==> config.mk <==
export PLATFORM = sky130hd
export DESIGN_NAME = sdio_cmd_sequencer
export DESIGN_NICKNAME = d
export VERILOG_FILES = /design/src/rtl/sdio_cmd_sequencer.sv
export SDC_FILE = /design/constraint.sdc
export NUM_CORES = 1
export LEC_CHECK = 0
export BUFFER_PORTS_ARGS = -buffer_cell sky130_fd_sc_hd__buf_2
export CORE_MARGIN = 2
export CORE_UTILIZATION = 46
export DETAILED_ROUTE_END_ITERATION = 10
export PLACE_DENSITY = 0.73
export SLEW_MARGIN = 20
export SYNTH_ARGS = -nofsm -noshare
export SYNTH_HDL_FRONTEND = slang
export SYNTH_SLANG_ARGS = --single-unit
==> constraint.sdc <==
create_clock -name clk -period 2.2 [get_ports clk]
set_input_delay 0.22 -clock clk [delete_from_list [all_inputs] [get_ports clk]]
set_output_delay 0.22 -clock clk [all_outputs]
set_load 0.01 [all_outputs]
==> src/rtl/sdio_cmd_sequencer.sv <==
// rtl/sdio_cmd_sequencer.sv - SDIO command-layer sequencer: card state/RCA, CMD52 register access, CMD53 data launch
module sdio_cmd_sequencer #(
   parameter logic [15:0] DEFAULT_RCA = 16'h0001,
   parameter logic [2:0]  NUM_FUNCS   = 3'd1,
   parameter logic [7:0]  REG_TIMEOUT = 8'd64
) (
   input  logic        clk,
   input  logic        rst_n,
   input  logic        i_cmd_stb,
   input  logic        i_cmd_crc_good_stb,
   input  logic [5:0]  i_cmd,
   input  logic [31:0] i_cmd_arg,
   input  logic        i_rsps_idle,
   output logic        o_rsps_stb,
   output logic [39:0] o_rsps,
   output logic [7:0]  o_rsps_len,
   output logic        o_rsps_fail,
   output logic        o_data_activate,
   input  logic        i_data_finished,
   output logic        o_write_flag,
   output logic [12:0] o_data_count,
   output logic        o_reg_stb,
   output logic        o_reg_write,
   output logic [2:0]  o_reg_func,
   output logic [16:0] o_reg_addr,
   output logic [7:0]  o_reg_wdata,
   input  logic        i_reg_ack,
   input  logic [7:0]  i_reg_rdata,
   input  logic [23:0] i_ocr,
   output logic [1:0]  o_card_state,
   output logic [15:0] o_rca,
   output logic [7:0]  o_crc_err_count
);

   typedef enum logic [2:0] {
      S_IDLE, S_DECODE, S_REG_WAIT, S_RESPOND, S_RSP_WAIT, S_DATA
   } state_e;

   localparam logic [1:0] CARD_INIT = 2'd0;
   localparam logic [1:0] CARD_STBY = 2'd1;
   localparam logic [1:0] CARD_CMD  = 2'd2;

   state_e      state_q, state_d;
   logic [5:0]  cmd_idx_q, cmd_idx_d;
   logic [31:0] cmd_arg_q, cmd_arg_d;
   logic [1:0]  card_q, card_d;
   logic [15:0] rca_q, rca_d;
   logic [7:0]  crc_cnt_q, crc_cnt_d;
   logic [39:0] rsps_q, rsps_d;
   logic        rsps_stb_q, rsps_stb_d;
   logic        rsps_fail_q, rsps_fail_d;
   logic [12:0] dcount_q, dcount_d;
   logic        wflag_q, wflag_d;
   logic        pend_q, pend_d;
   logic        reg_stb_q, reg_stb_d;
   logic        reg_write_q, reg_write_d;
   logic [2:0]  reg_func_q, reg_func_d;
   logic [16:0] reg_addr_q, reg_addr_d;
   logic [7:0]  reg_wdata_q, reg_wdata_d;
   logic [7:0]  cnt_q, cnt_d;
   logic        act_q, act_d;
   logic        unused_op_code;

   // CMD53 op-code (incrementing address) is the data PHY's concern, not ours
   assign unused_op_code = cmd_arg_q[26];

   function automatic logic [39:0] r5(input logic [5:0] idx, input logic [7:0] flags,
                                      input logic [7:0] data);
      return {2'b00, idx, 16'h0000, flags, data};
   endfunction

   always_comb begin
      state_d     = state_q;
      cmd_idx_d   = cmd_idx_q;
      cmd_arg_d   = cmd_arg_q;
      card_d      = card_q;
      rca_d       = rca_q;
      crc_cnt_d   = crc_cnt_q;
      rsps_d      = rsps_q;
      rsps_stb_d  = 1'b0;
      rsps_fail_d = 1'b0;
      dcount_d    = dcount_q;
      wflag_d     = wflag_q;
      pend_d      = pend_q;
      reg_stb_d   = 1'b0;
      reg_write_d = reg_write_q;
      reg_func_d  = reg_func_q;
      reg_addr_d  = reg_addr_q;
      reg_wdata_d = reg_wdata_q;
      cnt_d       = cnt_q;
      act_d       = 1'b0;

      case (state_q)
         S_IDLE: begin
            if (i_cmd_stb) begin
               if (!i_cmd_crc_good_stb) begin
                  rsps_fail_d = 1'b1;
                  if (crc_cnt_q != 8'hFF) crc_cnt_d = crc_cnt_q + 8'd1;
               end else begin
                  cmd_idx_d = i_cmd;
                  cmd_arg_d = i_cmd_arg;
                  state_d   = S_DECODE;
               end
            end
         end
         S_DECODE: begin
            state_d = S_IDLE;
            case (cmd_idx_q)
               6'd0: begin
                  card_d      = CARD_INIT;
                  rca_d       = 16'h0000;
                  rsps_fail_d = 1'b1;
               end
               6'd5: begin
                  rsps_d  = {2'b00, 6'h3F, 1'b1, NUM_FUNCS, 1'b0, 3'b000, i_ocr};
                  state_d = S_RESPOND;
               end
               6'd3: begin
                  if (card_q != CARD_CMD) begin
                     rca_d   = DEFAULT_RCA;
                     card_d  = CARD_STBY;
                     rsps_d  = {2'b00, 6'd3, DEFAULT_RCA, 16'h0000};
                     state_d = S_RESPOND;
                  end else begin
                     rsps_fail_d = 1'b1;
                  end
               end
               6'd7: begin
                  if (cmd_arg_q[31:16] == rca_q && rca_q != 16'h0000) begin
                     card_d  = CARD_CMD;
                     rsps_d  = {2'b00, 6'd7, 19'b0, 4'd4, 9'b0};
                     state_d = S_RESPOND;
                  end else begin
                     card_d      = CARD_STBY;
                     rsps_fail_d = 1'b1;
                  end
               end
               6'd52: begin
                  if (card_q == CARD_CMD) begin
                     reg_write_d = cmd_arg_q[31];
                     reg_func_d  = cmd_arg_q[30:28];
                     reg_addr_d  = cmd_arg_q[25:9];
                     reg_wdata_d = cmd_arg_q[7:0];
                     reg_stb_d   = 1'b1;
                     cnt_d       = 8'd0;
                     state_d     = S_REG_WAIT;
                  end else begin
                     rsps_fail_d = 1'b1;
                  end
               end
               6'd53: begin
                  if (card_q == CARD_CMD) begin
                     if (cmd_arg_q[27]) begin
                        rsps_d = r5(cmd_idx_q, 8'h40, 8'h00);
                     end else begin
                        dcount_d = (cmd_arg_q[8:0] == 9'd0) ? 13'd512 : {4'd0, cmd_arg_q[8:0]};
                        wflag_d  = cmd_arg_q[31];
                        rsps_d   = r5(cmd_idx_q, 8'h20, 8'h00);
                        pend_d   = 1'b1;
                     end
                     state_d = S_RESPOND;
                  end else begin
                     rsps_fail_d = 1'b1;
                  end
               end
               default: rsps_fail_d = 1'b1;
            endcase
         end
         S_REG_WAIT: begin
            // The counter idles during the request cycle, so a timeout lands REG_TIMEOUT+1 cycles after o_reg_stb
            if (i_reg_ack) begin
               rsps_d  = r5(cmd_idx_q, 8'h20, i_reg_rdata);
               state_d = S_RESPOND;
            end else if (!reg_stb_q && cnt_q == REG_TIMEOUT - 8'd1) begin
               rsps_d  = r5(cmd_idx_q, 8'h28, 8'h00);
               state_d = S_RESPOND;
            end else begin
               cnt_d = reg_stb_q ? 8'd0 : cnt_q + 8'd1;
            end
         end
         S_RESPOND: state_d = S_RSP_WAIT;
         S_RSP_WAIT: begin
            if (i_rsps_idle) begin
               if (pend_q) begin
                  pend_d  = 1'b0;
                  state_d = S_DATA;
               end else begin
                  state_d = S_IDLE;
               end
            end
         end
         S_DATA: begin
            if (i_data_finished) state_d = S_IDLE;
         end
         default: state_d = S_IDLE;
      endcase

      rsps_stb_d = (state_d == S_RESPOND);
      act_d      = (state_d == S_DATA);
   end

   always_ff @(posedge clk or negedge rst_n) begin
      if (!rst_n) begin
         state_q     <= S_IDLE;
         cmd_idx_q   <= 6'd0;
         cmd_arg_q   <= 32'd0;
         card_q      <= CARD_INIT;
         rca_q       <= 16'h0000;
         crc_cnt_q   <= 8'd0;
         rsps_q      <= 40'd0;
         rsps_stb_q  <= 1'b0;
         rsps_fail_q <= 1'b0;
         dcount_q    <= 13'd0;
         wflag_q     <= 1'b0;
         pend_q      <= 1'b0;
         reg_stb_q   <= 1'b0;
         reg_write_q <= 1'b0;
         reg_func_q  <= 3'd0;
         reg_addr_q  <= 17'd0;
         reg_wdata_q <= 8'd0;
         cnt_q       <= 8'd0;
         act_q       <= 1'b0;
      end else begin
         state_q     <= state_d;
         cmd_idx_q   <= cmd_idx_d;
         cmd_arg_q   <= cmd_arg_d;
         card_q      <= card_d;
         rca_q       <= rca_d;
         crc_cnt_q   <= crc_cnt_d;
         rsps_q      <= rsps_d;
         rsps_stb_q  <= rsps_stb_d;
         rsps_fail_q <= rsps_fail_d;
         dcount_q    <= dcount_d;
         wflag_q     <= wflag_d;
         pend_q      <= pend_d;
         reg_stb_q   <= reg_stb_d;
         reg_write_q <= reg_write_d;
         reg_func_q  <= reg_func_d;
         reg_addr_q  <= reg_addr_d;
         reg_wdata_q <= reg_wdata_d;
         cnt_q       <= cnt_d;
         act_q       <= act_d;
      end
   end

   assign o_rsps_stb      = rsps_stb_q;
   assign o_rsps          = rsps_q;
   assign o_rsps_len      = 8'd40;
   assign o_rsps_fail     = rsps_fail_q;
   assign o_data_activate = act_q;
   assign o_write_flag    = wflag_q;
   assign o_data_count    = dcount_q;
   assign o_reg_stb       = reg_stb_q;
   assign o_reg_write     = reg_write_q;
   assign o_reg_func      = reg_func_q;
   assign o_reg_addr      = reg_addr_q;
   assign o_reg_wdata     = reg_wdata_q;
   assign o_card_state    = card_q;
   assign o_rca           = rca_q;
   assign o_crc_err_count = crc_cnt_q;

endmodule

After elaboration in Yosys (flattened, before gate mapping)
Index checks and enable logic that the tools add are counted.
{"block": "word_totals", "regBits": 163, "elab_cells": 122, "output_inout_bits": 121, "input_bits": 77}
{"block": "classes", "reduce_logical": 21, "muxes": 48, "bitwise": 2, "addsub": 2, "eq_ne": 30}
{"op": "40-bit 2-to-1 mux", "n": 5}
{"op": "40-bit case mux with 4 select lines", "n": 1}
{"op": "40-bit case mux with 2 select lines", "n": 1}
{"op": "8-bit 2-to-1 mux", "n": 5}
{"op": "16-bit case mux with 2 select lines", "n": 1}
{"op": "3-bit 2-to-1 mux", "n": 7}
{"op": "3-bit case mux with 6 select lines", "n": 1}
{"op": "8-bit by 1-bit adder with 8-bit output (second input constant)", "n": 2}
{"op": "16-bit equality test", "n": 1}
{"op": "16-bit 2-to-1 mux", "n": 1}
{"op": "2-bit inequality test (second input constant)", "n": 8}
{"op": "8-bit case mux with 2 select lines", "n": 1}
{"op": "16-bit nonzero test", "n": 1}
{"op": "15-bit 2-to-1 mux", "n": 1}
{"op": "6-bit by 3-bit equality test with 1-bit output (second input constant)", "n": 2}
{"op": "6-bit equality test (second input constant)", "n": 2}
{"op": "1-bit 2-to-1 mux", "n": 12}
{"op": "2-bit 2-to-1 mux", "n": 6}
{"op": "3-bit inequality test (second input constant)", "n": 4}
{"op": "3-bit AND reduction", "n": 4}
{"op": "10-bit 2-to-1 mux", "n": 1}
{"op": "2-bit case mux with 5 select lines", "n": 1}
{"op": "5-bit AND reduction", "n": 2}
{"op": "3-bit by 2-bit equality test with 1-bit output (second input constant)", "n": 3}
{"op": "22 further kinds", "n": 30}

Depth between registers and ports, before layout
Gate-level depths: netlist of the first run.
{"block": "depth", "word_depth": 6, "depth_mapped": 8, "depth_no_buf": 7}

Worst setup path after synthesis of the first run
No wires, ideal clock.
{"block": "synth_path", "path_type": "register to register", "from": "register cmd_idx_q[3]", "to": "register rsps_q[11] (netlist: o_rsps[11])", "path_slack_ns": -0.172, "n_path_buf": 0, "arrival_time_ns": 2.247, "required_time_ns": 2.075, "period_less_slack_ns": 2.372, "setup_ns": 0.125, "path_stages_with_launch": 8, "path_cell_list": "dfrtp_1 > and2b_4 > nand3_4 > or3_1 > a2111o_1 > and2_4 > inv_4 > mux2_2"}
{"block": "synth_between", "elab_chain_len": 3, "elab_cells_between_ends": 11, "classes_between": "eq/ne (8); mux (2); reduce/logical (1)"}
{"element": "start, declared", "line_no": "44", "rtl": "logic [5:0] cmd_idx_q, cmd_idx_d;"}
{"element": "start signal, assigned", "line_no": "225", "rtl": "cmd_idx_q <= cmd_idx_d;"}
{"element": "6-bit equality test (tied with other cells)", "line_no": "108", "rtl": "case (cmd_idx_q)"}
{"element": "40-bit case mux with 4 select lines (tied with other cells)", "line_no": "108"}
{"element": "40-bit case mux with 2 select lines or 6-bit AND reduction (tied branches)"}
{"element": "end signal, assigned", "line_no": "230", "rtl": "rsps_q <= rsps_d;"}
{"element": "end, declared", "line_no": "49", "rtl": "logic [39:0] rsps_q, rsps_d;"}
Several ways; a longest one is shown, not always the timed one.
A chain may end at the register's enable or synchronous reset.

Worst setup path in the final report of the first run
{"block": "layout_path", "from": "register cmd_arg_q[22]", "to": "register card_q[0] (netlist: o_card_state[0])"}
{"block": "layout_between", "elab_chain_len": 4}
{"element": "start, declared", "line_no": "45", "rtl": "logic [31:0] cmd_arg_q, cmd_arg_d;"}
{"element": "start signal, assigned", "line_no": "226", "rtl": "cmd_arg_q <= cmd_arg_d;"}
{"element": "16-bit equality test", "line_no": "129", "rtl": "if (cmd_arg_q[31:16] == rca_q && rca_q != 16'h0000) begin"}
{"element": "1-bit logical AND", "line_no": "129"}
{"element": "2-bit 2-to-1 mux", "line_no": "129"}
{"element": "2-bit case mux with 3 select lines", "line_no": "108"}
{"element": "end signal, assigned", "line_no": "227", "rtl": "card_q <= card_d;"}
{"element": "end, declared", "line_no": "46", "rtl": "logic [1:0] card_q, card_d;"}
No other way between the ends.

==> run summary, run 1 <==
Status: finished with violations
Failing checks: negative setup slack
Cells along the critical path: nor4_2, nand3_1, buf_4, buf_4, buf_4, buf_4, buf_4, buf_4, buf_4, nor2_1, nor2_1, mux2_2
Hold Path Sink: cmd_arg_q[30]$_DFFE_PN0P_
Port Buffers: 163
Critical path start-end classification: flop to flop
Row count: 41
CP peak stage delay: 0.39 ns
FF-to-FF setup slack: -0.08 ns
Vias per cell: 5.05
Worst EP required: 2.50 ns
Slew margin rel.: 0.389
EDFF count, synth: 0
Initial DRT Pass Iterations: 4
Largest net degree at the start of global routing: 46
Finished Cell Area: 7880 µm²
Initial antenna violation count: 0
Max-cap violations: 0
# DRC: 0
Overall routing resource usage: 0.216
Hold depth: 2
Leak Pwr: 4.21 nW
Vias: 4,805
WL/cell: 15.5 µm
Die Area: 13,900 µm²
WP buf/inv: 7
Root Driver: clkbuf_16
Final HPWL DP: 10,500 µm
Skew final: 0.00848 ns
H-tree depth: 4
CTS Buffer Depth: 2
Max IR drop VDD: 0.565 mV
Core Util, Final: 0.622
YS warnings: 0
Max-slew violations: 0
R2r endpoint: o_card_state[0]$_DFFE_PN0P_
DR iter-0 viols: 282
Horiz. Die Dim: 118 µm
Unrepaired setup endpoints after global routing: true
Synth cell types: 54
Die H: 118 µm
R2R depth: 12
HP Start: i_cmd_arg[30]
Starting Density: 0.473
Fmax achieved: 439 MHz
Total grt overflow: 0
Fraction of the yosys area taken by sequential cells: 0.568
Average cell area after synthesis: 10.6 µm²
Final period utilization: 1.04
Final nets: 845
Final setup viols: 29
Area Growth Syn to Fin: 31.6%
FFs w/ async S/R, synth: 1.00
Setup crit end kind: flop
CTS tree: yes
R2R Path Start: cmd_arg_q[22]$_DFFE_PN0P_
Layout cell share with drive strength beyond 1: 0.407
Syn Inst Count: 564
Core Region: 12,700 µm²
GPL Wtd Cong: 0.831
Routed WL: 14,800 µm
Num CTS Buffers: 17
Worst path slowest cell: dfrtp_1
Vias in the first global route: 4,909
Crit path depth: 12
Actual slew at the worst max-slew pin: 0.917 ns
Power per Cell Area: 875 nW/µm²
DP Worst Slack: -0.175 ns
Main flop type after synthesis: dfrtp_1
Clock Latency Late Sink: 0.42 ns
Fillers: 1,054
CP Data Arrival Time: 2.58 ns
Crit path from: cmd_arg_q[22]$_DFFE_PN0P_
Period minus WS final: 2.28 ns
Tightest Hold Check Type: input pin to flop
Setup crit start kind: flop
CTS clk-pin slew, worst paths: 0.06 ns
First-pass GRT wire length: 24,200 µm
IO Count: 198
#FFs+latches synth: 136
Count of final hold-check violations: 0
Setup ws final: -0.0802 ns
Mapped Area: 5990 µm²
Area after DPL: 7140 µm²
Number of diodes: 0
Clock sink total: 136
Crit path max fanout: 2
Largest delay share family, worst path: buffers and inverters
Cell repeated most along the worst path: buf_4
Post-route ant nets: 0
final cells by class:
type,instances,area [µm²],area share
sequential,136,3400,0.432
clock inverter,14,173,0.0219
clock buffer,18,439,0.0557
tap,172,215,0.0273
inverter,7,28.8,0.00365
multi-input combinational,390,2380,0.302
timing repair buffer,214,1240,0.158
synth_stat cells, types with 2 or more instances:
cell type | instances | area share
dfrtp_1 | 136 | 0.57
nand2_1 | 113 | 0.071
mux2_2 | 52 | 0.098
buf_4 | 35 | 0.044
nand3_1 | 34 | 0.028
o21ai_0 | 24 | 0.020
clkbuf_1 | 20 | 0.013
nor2_1 | 20 | 0.013
o21ai_1 | 15 | 0.013
nor3_1 | 10 | 0.0084
a22oi_1 | 8 | 0.010
a21oi_1 | 7 | 0.0058
and3_1 | 7 | 0.0073
inv_1 | 6 | 0.0038
a31oi_1 | 5 | 0.0052
buf_1 | 5 | 0.0031
nand2b_1 | 5 | 0.0052
nor4_1 | 4 | 0.0042
xnor2_1 | 4 | 0.0058
mux2i_1 | 3 | 0.0050
nand4_1 | 3 | 0.0031
nor4b_1 | 3 | 0.0044
o31ai_1 | 3 | 0.0038
xor2_1 | 3 | 0.0044
and3b_1 | 2 | 0.0029
buf_2 | 2 | 0.0017
conb_1 | 2 | 0.0013
ha_1 | 2 | 0.0042
nor3b_1 | 2 | 0.0025
o22a_1 | 2 | 0.0029
or2_2 | 2 | 0.0021
or3_1 | 2 | 0.0021
or3b_2 | 2 | 0.0029
what timing repair did:
item | CTS | global route
setup endpoints to repair | 34 | 47
hold buffers | 1 | 0
pin swaps | 4 | 4
setup buffers | 7 | 1
gates resized for setup | 4 | 9
endpoints found under the hold margin | 40 | 0
worst reg2reg max path, stage by stage (launching register included):
cell and delay [ns]:
dfrtp_1 0.39, nor4_2 0.31, nand3_1 0.16, buf_4 0.16, buf_4 0.12, buf_4 0.12, buf_4 0.12, buf_4 0.12
buf_4 0.12, buf_4 0.12, nor2_1 0.13, nor2_1 0.05, mux2_2 0.25
flip-flops by register name, summed over array words and instances, names as in the netlist:
signal	flops
cmd_arg_q	32
o_rsps	31
o_reg_addr	17
o_data_count	10
cnt_q	8
o_crc_err_count	8
o_reg_wdata	8
cmd_idx_q	6
o_reg_func	3
state_q	3
o_card_state	2
o_data_activate	1
o_rca	1
o_reg_stb	1
o_reg_write	1
o_rsps_fail	1
o_rsps_stb	1
o_write_flag	1
pend_q	1
how the worst max path moves through the flow:
| stage | end | slack, ns |
|---|---|---|
| after global routing | o_rsps[14]$_DFFE_PN0P_ | -0.21 |
| after detailed placement | o_rsps[14]$_DFFE_PN0P_ | -0.18 |
| final | o_card_state[0]$_DFFE_PN0P_ | -0.08 |
| after CTS | o_rsps[11]$_DFFE_PN0P_ | -0.08 |
| after global placement | o_rsps[11]$_DFFE_PN0P_ | -0.15 |
| after floorplan | o_rsps[11]$_DFFE_PN0P_ | -0.04 |
cells by family (layout without fill, tap and decap cells):
| kind of cell | Yosys count | after routing | share of synthesized area |
|---|---|---|---|
| AND/OR/NAND/NOR | 217 | 217 | 0.169 |
| flip-flops | 136 | 136 | 0.568 |
| other | 2 | 34 | 0.00125 |
| buffers and inverters | 70 | 253 | 0.0679 |
| AO/OA/AOI/OAI | 75 | 75 | 0.0761 |
| multiplexers | 55 | 55 | 0.103 |
| adder cells (fa/ha/maj) | 2 | 2 | 0.00418 |
| XOR/XNOR | 7 | 7 | 0.0102 |
through the flow:
stage / total power, mW / setup TNS, ns / hold slack, ns / std cells
after floorplan: 3.53 / -0.0885 / -0.0756 / 596
after global placement: 3.92 / -2.53 / 0.154 / 910
after detailed placement: 3.99 / -3.15 / 0.159 / 910
after CTS: 6.93 / -0.888 / 0.0170 / 950
after global routing: 7.19 / -5.68 / 0.0185 / 951
final: 6.90 / -0.895 / 0.0301 / 951
power breakdown:
part	internal, mW	switching [mW]
combinational	0.508	0.468
clock	1.82	1.11
sequential	2.76	0.232
metal layers:
metal	share of wire	GRT usage	vias to the layer above
met4	0.014	0.0670	0
met3	0.072	0.0698	20
met1	0.42	0.270	2337
li1	-	-	2276
met5	0	0	-
met2	0.49	0.358	172
cells in the final DEF (no fill, tap or decap), types with 3 or more instances in the layout:
cell and count:
buf_2 162, dfrtp_1 136, nand2_1 112, mux2_2 50, buf_4 47, nand3_1 34
conb_1 34, o21ai_0 22, nor2_1 19, o21ai_1 17, clkbuf_16 17, nor3_1 10
a22oi_1 8, and3_1 7, inv_1 6, a21oi_1 6, nand2b_1 5, a31oi_1 5
xnor2_1 4, mux2i_1 3, nand4_1 3, xor2_1 3, bufinv_16 3, clkinv_2 3
inv_6 3, clkinv_4 3, buf_12 3
Note: power is estimated with default switching activity, not from simulation.
==> run 2: changes to the inputs <==
--- a/config.mk
+++ b/config.mk
@@ -10,6 +10,7 @@
 export CORE_UTILIZATION = 46
 export DETAILED_ROUTE_END_ITERATION = 10
 export PLACE_DENSITY = 0.73
+export RECOVER_POWER = 50
 export SLEW_MARGIN = 20
 export SYNTH_ARGS = -nofsm -noshare
 export SYNTH_HDL_FRONTEND = slang
==> run 2 against run 1 <==
  * Wire length is essentially flat
  * Global-route usage unchanged
  * The run still ends with negative setup slack left
  * Core utilization shrank 0.47 points
  * Setup slack got worse by 0.00081 ns
  * Highest routed layer unchanged
==> run summary, run 2 (synthesis gave the netlist of run 1 again) <==
Status: finished with violations (unchanged)
Failing checks: negative setup slack (unchanged)
Post-route ant nets: 0 (unchanged)
CTS tree: yes (unchanged)
Initial DRT Pass Iterations: 6 (was 4)
Max-cap violations: 0 (unchanged)
Final setup viols: 29 (unchanged)
DR iter-0 viols: 309 (was 282)
Crit path max fanout: 2 (unchanged)
Horiz. Die Dim: 118 µm (unchanged)
Skew final: 0.00942 ns (was 0.00848 ns)
Area Growth Syn to Fin: 30.6% (was 31.6%)
Area after DPL: 7140 µm² (unchanged)
Row count: 41 (unchanged)
Max-slew violations: 0 (unchanged)
Max reg flops: 32 (unchanged)
Core Util, Final: 0.617 (was 0.622)
Reg with most FFs: cmd_arg_q (unchanged)
Number of diodes: 0 (unchanged)
CTS Buffer Depth: 2 (unchanged)
# DRC: 0 (unchanged)
Final nets: 845 (unchanged)
Tightest Hold Check Type: input pin to flop (unchanged)
Largest delay share family, worst path: buffers and inverters (unchanged)
Critical path start-end classification: flop to flop (unchanged)
Non-Filler Instances: 951 (unchanged)
Count of final hold-check violations: 0 (unchanged)
CP peak stage delay: 0.39 ns (about the same)
IO Count: 198 (unchanged)
Worst EP required: 2.50 ns (about the same)
Finished Cell Area: 7820 µm² (was 7880 µm²)
Cells along the critical path: nor4_2, nand3_1, buf_4, buf_4, buf_4, buf_4, buf_4, buf_4, buf_4, nor2_1, nor2_1, mux2_2 (unchanged)
Clock sink total: 136 (unchanged)
Vias per cell: 5.06 (was 5.05)
Port Buffers: 163 (unchanged)
Period minus WS final: 2.28 ns (about the same)
Worst path slowest cell: dfrtp_1 (unchanged)
WP buf/inv: 7 (unchanged)
Starting Density: 0.473 (unchanged)
GPL Wtd Cong: 0.831 (unchanged)
Most frequent cells in the layout: dfrtp_1, buf_2, nand2_1 (was buf_2, dfrtp_1, nand2_1)
Routed WL: 14,700 µm (was 14,800 µm)
Unrepaired setup endpoints after global routing: true (unchanged)
Fmax achieved: 438 MHz (was 439 MHz)
Core Region: 12,700 µm² (unchanged)
Overall routing resource usage: 0.216 (unchanged)
Placed cell count: 910 (unchanged)
Setup crit end kind: flop (unchanged)
CTS clk-pin slew, worst paths: 0.06 ns (about the same)
Power per Cell Area: 880 nW/µm² (was 875 nW/µm²)
Root Driver: clkbuf_16 (unchanged)
H-tree depth: 4 (unchanged)
Largest net degree at the start of global routing: 46 (unchanged)
Slew margin rel.: 0.331 (was 0.389)
Setup crit start kind: flop (unchanged)
First-pass GRT wire length: 24,200 µm (unchanged)
Setup ws final: -0.0810 ns (was -0.0802 ns)
Cell repeated most along the worst path: buf_4 (unchanged)
DP Worst Slack: -0.175 ns (unchanged)
Die Area: 13,900 µm² (unchanged)
Total grt overflow: 0 (unchanged)
Final period utilization: 1.04 (about the same)
Final HPWL DP: 10,500 µm (unchanged)
WL/cell: 15.5 µm (about the same)
Total power: 6.88 mW (was 6.90 mW)
CP Data Arrival Time: 2.58 ns (about the same)
Leak Pwr: 4.08 nW (was 4.21 nW)
Die H: 118 µm (unchanged)
Num CTS Buffers: 17 (unchanged)
Actual slew at the worst max-slew pin: 1.00 ns (was 0.917 ns)
Vias: 4,815 (was 4,805)
Clock Latency Late Sink: 0.42 ns (about the same)
Vias in the first global route: 4,909 (unchanged)
Max IR drop VDD: 0.564 mV (was 0.565 mV)
Layout cell share with drive strength beyond 1: 0.372 (was 0.407)
Initial antenna violation count: 0 (unchanged)
==> run 2: changes by cell type in the layout (fill, tap and decap cells not counted) <==
cell,before,now
buf_4,47,44
clkbuf_4,0,1
clkbuf_2,0,3
buf_12,3,2
buf_6,1,0
clkbuf_1,0,27
buf_2,162,136
==> run 2: routing by layer <==
layer	track usage	up-vias	wire length [µm]
li1	-	2275	-
met1	0.270	2342	6150
met2	0.358	180	7360
met3	0.0698	18	1040
met4	0.0670	0	199
met5	0	-	0
==> run 2: cell type report <==
| type | instances | area (µm²) |
|---|---|---|
| fillers | 1073 | 4850 |
| flip-flops and latches | 136 | 3400 |
| multi-input cells | 390 | 2380 |
| repair buffers | 214 | 1180 |
| clock buffers | 18 | 439 |
| well taps | 172 | 215 |
| clock inverters | 14 | 173 |
| inverters | 7 | 28.8 |
==> run 2: where the power goes <==
group,switching (mW),internal [mW]
logic,0.468,0.496
clock network,1.10,1.82
registers,0.234,2.76
==> run 2: path summary, 6_finish.rpt <==
path	cells past startpoint	slack (ns)	endpoint	from
worst min register to register	2	0.47	o_reg_addr[4]$_DFFE_PN0P_	cmd_arg_q[13]$_DFFE_PN0P_
worst max register to register	12	-0.08	o_card_state[0]$_DFFE_PN0P_	cmd_arg_q[22]$_DFFE_PN0P_
min in group asynchronous	2	0.51	o_reg_func[2]$_DFFE_PN0P_	rst_n
worst min-delay path	2	0.03	cmd_arg_q[30]$_DFFE_PN0P_	i_cmd_arg[30]
worst max-delay path	12	-0.08	o_card_state[0]$_DFFE_PN0P_	cmd_arg_q[22]$_DFFE_PN0P_
max in group asynchronous	3	0.43	cnt_q[4]$_DFFE_PN0P_	rst_n
==> run 2: timing repair <==
action | in CTS | in global routing
gates resized for setup | 4 | 9
buffers inserted | 7 | 1
setup endpoints to repair | 34 | 47
hold buffers | 1 | 0
endpoints found under the hold margin | 40 | 0
pin swaps | 4 | 4
==> run 2: metrics by stage <==
| stage | setup TNS (ns) | hold WS (ns) |
|---|---|---|
| 6_report | -0.898 | 0.0310 |
| 2_1_floorplan | -0.0885 | -0.0756 |
| 5_1_grt | -5.73 | 0.0185 |
| 3_3_place_gp | -2.53 | 0.154 |
| 4_1_cts | -0.888 | 0.0170 |
| 3_5_place_dp | -3.15 | 0.159 |
==> run 3: changes to the inputs <==
--- a/config.mk
+++ b/config.mk
@@ -5,11 +5,12 @@
 export SDC_FILE = /design/constraint.sdc
 export NUM_CORES = 1
 export LEC_CHECK = 0
+export ABC_AREA = 1
 export BUFFER_PORTS_ARGS = -buffer_cell sky130_fd_sc_hd__buf_2
 export CORE_MARGIN = 2
 export CORE_UTILIZATION = 46
 export DETAILED_ROUTE_END_ITERATION = 10
-export PLACE_DENSITY = 0.73
+export PLACE_DENSITY = 0.72
 export RECOVER_POWER = 50
 export SLEW_MARGIN = 20
 export SYNTH_ARGS = -nofsm -noshare
==> run 3 against run 2 <==
  * The run now ends clean
  * Combinational power grew to 3.7 times the previous value
  * Non-clock buffer count shrank 36
  * Wire length rose by 3.2%
  * Synthesized cell count increased by 33%
  * Via count rose by 12%
  * Largest cell class unchanged
==> run summary, run 3 <==
NetSw: 4.03 mW (was 1.80 mW)
Clock Latency Late Sink: 0.42 ns (about the same)
WP buf/inv: 2 (was 7)
Overall routing resource usage: 0.216 (about the same)
Port Buffers: 163 (unchanged)
Vias: 5,372 (was 4,815)
Tightest Hold Check Type: input pin to flop (unchanged)
Most frequent cells in the layout: nand2_1, dfrtp_1, buf_2 (was dfrtp_1, buf_2, nand2_1)
Area leader, netlist: dfrtp_1 (unchanged)
Initial antenna violation count: 0 (unchanged)
Setup crit end kind: flop (unchanged)
First-pass GRT wire length: 25,100 µm (was 24,200 µm)
Setup crit start kind: flop (unchanged)
Core Region: 13,300 µm² (was 12,700 µm²)
CTS Buffer Depth: 2 (unchanged)
Actual slew at the worst max-slew pin: 1.33 ns (was 1.00 ns)
Die Area: 14,700 µm² (was 13,900 µm²)
Num CTS Buffers: 17 (unchanged)
Hold depth: 2 (unchanged)
Commonest non-fill, non-tap cell in the layout: nand2_1
GPL Wtd Cong: 0.880 (was 0.831)
FF/Latch Area: 3400 µm² (unchanged)
Count of final hold-check violations: 0 (unchanged)
Critical path start-end classification: flop to flop (unchanged)
Share of power burned in registers: 0.371 (was 0.436)
Clock sink total: 136 (unchanged)
#FFs+latches synth: 136 (unchanged)
Synth cell types: 33 (was 54)
Number of diodes: 0 (unchanged)
Area Growth Syn to Fin: 22.4% (was 30.6%)
YS warnings: 0 (unchanged)
H-tree depth: 4 (unchanged)
IO Count: 198 (unchanged)
Slew margin rel.: 0.115 (was 0.331)
Max IR drop VDD: 0.689 mV (was 0.564 mV)
Post-Synth Adder-Cell Area: 0.00395 (was 0.00418)
Status: finished, final reports clean (was finished with violations)
CP peak stage delay: 0.41 ns (was 0.39 ns)
Reg with most FFs: cmd_arg_q (unchanged)
Starting Density: 0.474 (was 0.473)
Multiplexer share of the synthesized area: 0.0249 (was 0.103)
Unrepaired setup endpoints after global routing: false (was true)
Cells along the critical path: nor2_1, nand3_1, inv_1, nand2_1, o21ai_1, nor2_4, buf_4, nand3_1, nand2_1 (was nor4_2, nand3_1, buf_4, buf_4, buf_4, buf_4, buf_4, buf_4, buf_4, nor2_1, nor2_1, mux2_2)
Main flop type after synthesis: dfrtp_1 (unchanged)
Worst path slowest cell: dfrtp_1 (unchanged)
Period minus WS final: 1.93 ns (was 2.28 ns)
Largest net degree at the start of global routing: 64 (was 46)
Crit path max fanout: 31 (was 2)
Fillers: 1,266 (was 1,073)
Max reg flops: 32 (unchanged)
Crit path depth: 9 (was 12)
Internal power consumption: 6.31 mW (was 5.08 mW)
Largest family of logic cells by synthesized area: simple AND/OR/NAND/NOR gates (unchanged)
Max-cap violations: 0 (unchanged)
Final setup viols: 0 (was 29)
Largest delay share family, worst path: simple AND/OR/NAND/NOR gates (was buffers and inverters)
DR iter-0 viols: 223 (was 309)
FFs w/ async S/R, synth: 1.00 (unchanged)
Fraction of the yosys area taken by sequential cells: 0.538 (was 0.568)
Vias per cell: 4.88 (was 5.06)
Part of the power in the clock network: 0.282 (was 0.424)
Root Driver: clkbuf_16 (unchanged)
Final nets: 990 (was 845)
# DRC: 0 (unchanged)
Most frequent cell after synthesis: nand2_1 (was dfrtp_1)
Row count: 42 (was 41)
Post-CTS sizing: 0 (was 4)
Simple-Gate Fraction of Synth Area: 0.251 (was 0.169)
CP Data Arrival Time: 2.23 ns (was 2.58 ns)
R2R depth: 9 (was 12)
Sw Ratio: 0.390 (was 0.262)
Total grt overflow: 0 (unchanged)
Fmax achieved: 519 MHz (was 438 MHz)
Die H: 121 µm (was 118 µm)
CTS clk-pin slew, worst paths: 0.06 ns (about the same)
Synth Area in XOR/XNOR: 0.0125 (was 0.0102)
Skew final: 0.0141 ns (was 0.00942 ns)
Synth top cells by count: nand2_1, dfrtp_1, nor2_1, nand3_1, inv_1 (was dfrtp_1, nand2_1, mux2_2, buf_4, nand3_1)
Routed WL: 15,200 µm (was 14,700 µm)
Most area-consuming cells after synthesis: dfrtp_1, nand2_1, nand3_1 (was dfrtp_1, mux2_2, nand2_1)
Vias in the first global route: 5,255 (was 4,909)
Post-route ant nets: 0 (unchanged)
Worst EP required: 2.50 ns (about the same)
Top cell type's share of synthesized area: 0.538 (was 0.568)
Hold buffer count at CTS: 1 (unchanged)
Final period utilization: 0.876 (was 1.04)
Post-CTS Setup Bufs: 0 (was 7)
Leak Pwr: 4.16 nW (was 4.08 nW)
Initial DRT Pass Iterations: 4 (was 6)
Average cell area after synthesis: 8.46 µm² (was 10.6 µm²)
Max-slew violations: 0 (unchanged)
Setup TNS: 0 ns (was -0.898 ns)
Horiz. Die Dim: 121 µm (was 118 µm)
Layout cell share with drive strength beyond 1: 0.206 (was 0.372)
Area occupied by multi-input gates: 2420 µm² (was 2380 µm²)
Comb power frac: 0.347 (was 0.140)
Compound-Gate Fraction of Synth Area: 0.0692 (was 0.0761)
WL/cell: 13.8 µm (was 15.5 µm)
EDFF count, synth: 0 (unchanged)
Syn Inst Count: 748 (was 564)
CTS tree: yes (unchanged)
Mapped Area: 6330 µm² (was 5990 µm²)
Final Hold Slack: 0.0256 ns (was 0.0310 ns)
Final HPWL DP: 10,600 µm (was 10,500 µm)
Power per Cell Area: 1340 nW/µm² (was 880 nW/µm²)
[run 3: path summary, 6_finish.rpt]
kind / slack (ns) / start / endpoint
min reg2reg: 0.47 / cmd_arg_q[15]$_DFFE_PN0P_ / o_reg_addr[6]$_DFFE_PN0P_
min: 0.03 / i_cmd_crc_good_stb / o_rsps_fail$_DFF_PN0_
min in group asynchronous: 0.63 / rst_n / o_rsps[31]$_DFFE_PN0P_
max reg2reg: 0.27 / cmd_idx_q[4]$_DFFE_PN0P_ / o_rsps[4]$_DFFE_PN0P_
max in group asynchronous: 0.39 / rst_n / o_rsps[11]$_DFFE_PN0P_
max: 0.27 / cmd_idx_q[4]$_DFFE_PN0P_ / o_rsps[4]$_DFFE_PN0P_
[run 3: cell families (layout without fill, tap and decap cells)]
group                    after synthesis  count (layout)
AO/OA/AOI/OAI                         86              86
XOR/XNOR                               9               9
adder cells (fa/ha/maj)                2               2
buffers and inverters                118             262
flip-flops                           136             136
multiplexers                          14              14
other                                  2              34
AND/OR/NAND/NOR                      381             381
[run 3: metal layers]
| metal | vias up | part of all wire | GRT usage |
|---|---|---|---|
| met2 | 171 | 0.48 | 0.359 |
| met1 | 2538 | 0.43 | 0.273 |
| met3 | 16 | 0.075 | 0.0648 |
| met5 | - | 0 | 0 |
| met4 | 0 | 0.012 | 0.0668 |
| li1 | 2647 | - | - |
[run 3: worst reg2reg max path: stages, from the launching register on]
cell	delay (ns)
dfrtp_1	0.41
nor2_1	0.24
nand3_1	0.30
inv_1	0.15
nand2_1	0.06
o21ai_1	0.14
nor2_4	0.07
buf_4	0.24
nand3_1	0.13
nand2_1	0.07
[run 3: through the flow]
| step | utilization | cell area [µm²] | instances | worst slack (ns) | power, mW |
|---|---|---|---|---|---|
| after floorplan | - | 6450 | 780 | 0.590 | 6.46 |
| after global placement | 0.540 | 7200 | 1067 | 0.322 | 7.42 |
| after detailed placement | 0.540 | 7200 | 1067 | 0.307 | 7.53 |
| after CTS | 0.586 | 7820 | 1100 | 0.283 | 10.5 |
| after global routing | 0.580 | 7740 | 1100 | 0.000719 | 11.2 |
| final | 0.580 | 7740 | 1100 | 0.273 | 10.3 |
[run 3: power by group through the flow]
stage	clock network [mW]	logic [mW]	registers [mW]
finish	2.91	3.59	3.84
global route	3.08	4.13	3.94
CTS	2.96	3.70	3.83
detailed placement	0	3.67	3.86
global placement	0	3.57	3.85
floorplan	0	2.49	3.98
[run 3: layout make-up]
type | instances | share of cell area
Tap cell | 176 | 0.0284
Timing Repair Buffer | 178 | 0.116
Sequential cell | 136 | 0.439
Inverter | 52 | 0.0252
Clock buffer | 17 | 0.0549
Multi-Input combinational cell | 526 | 0.312
Clock inverter | 15 | 0.0233
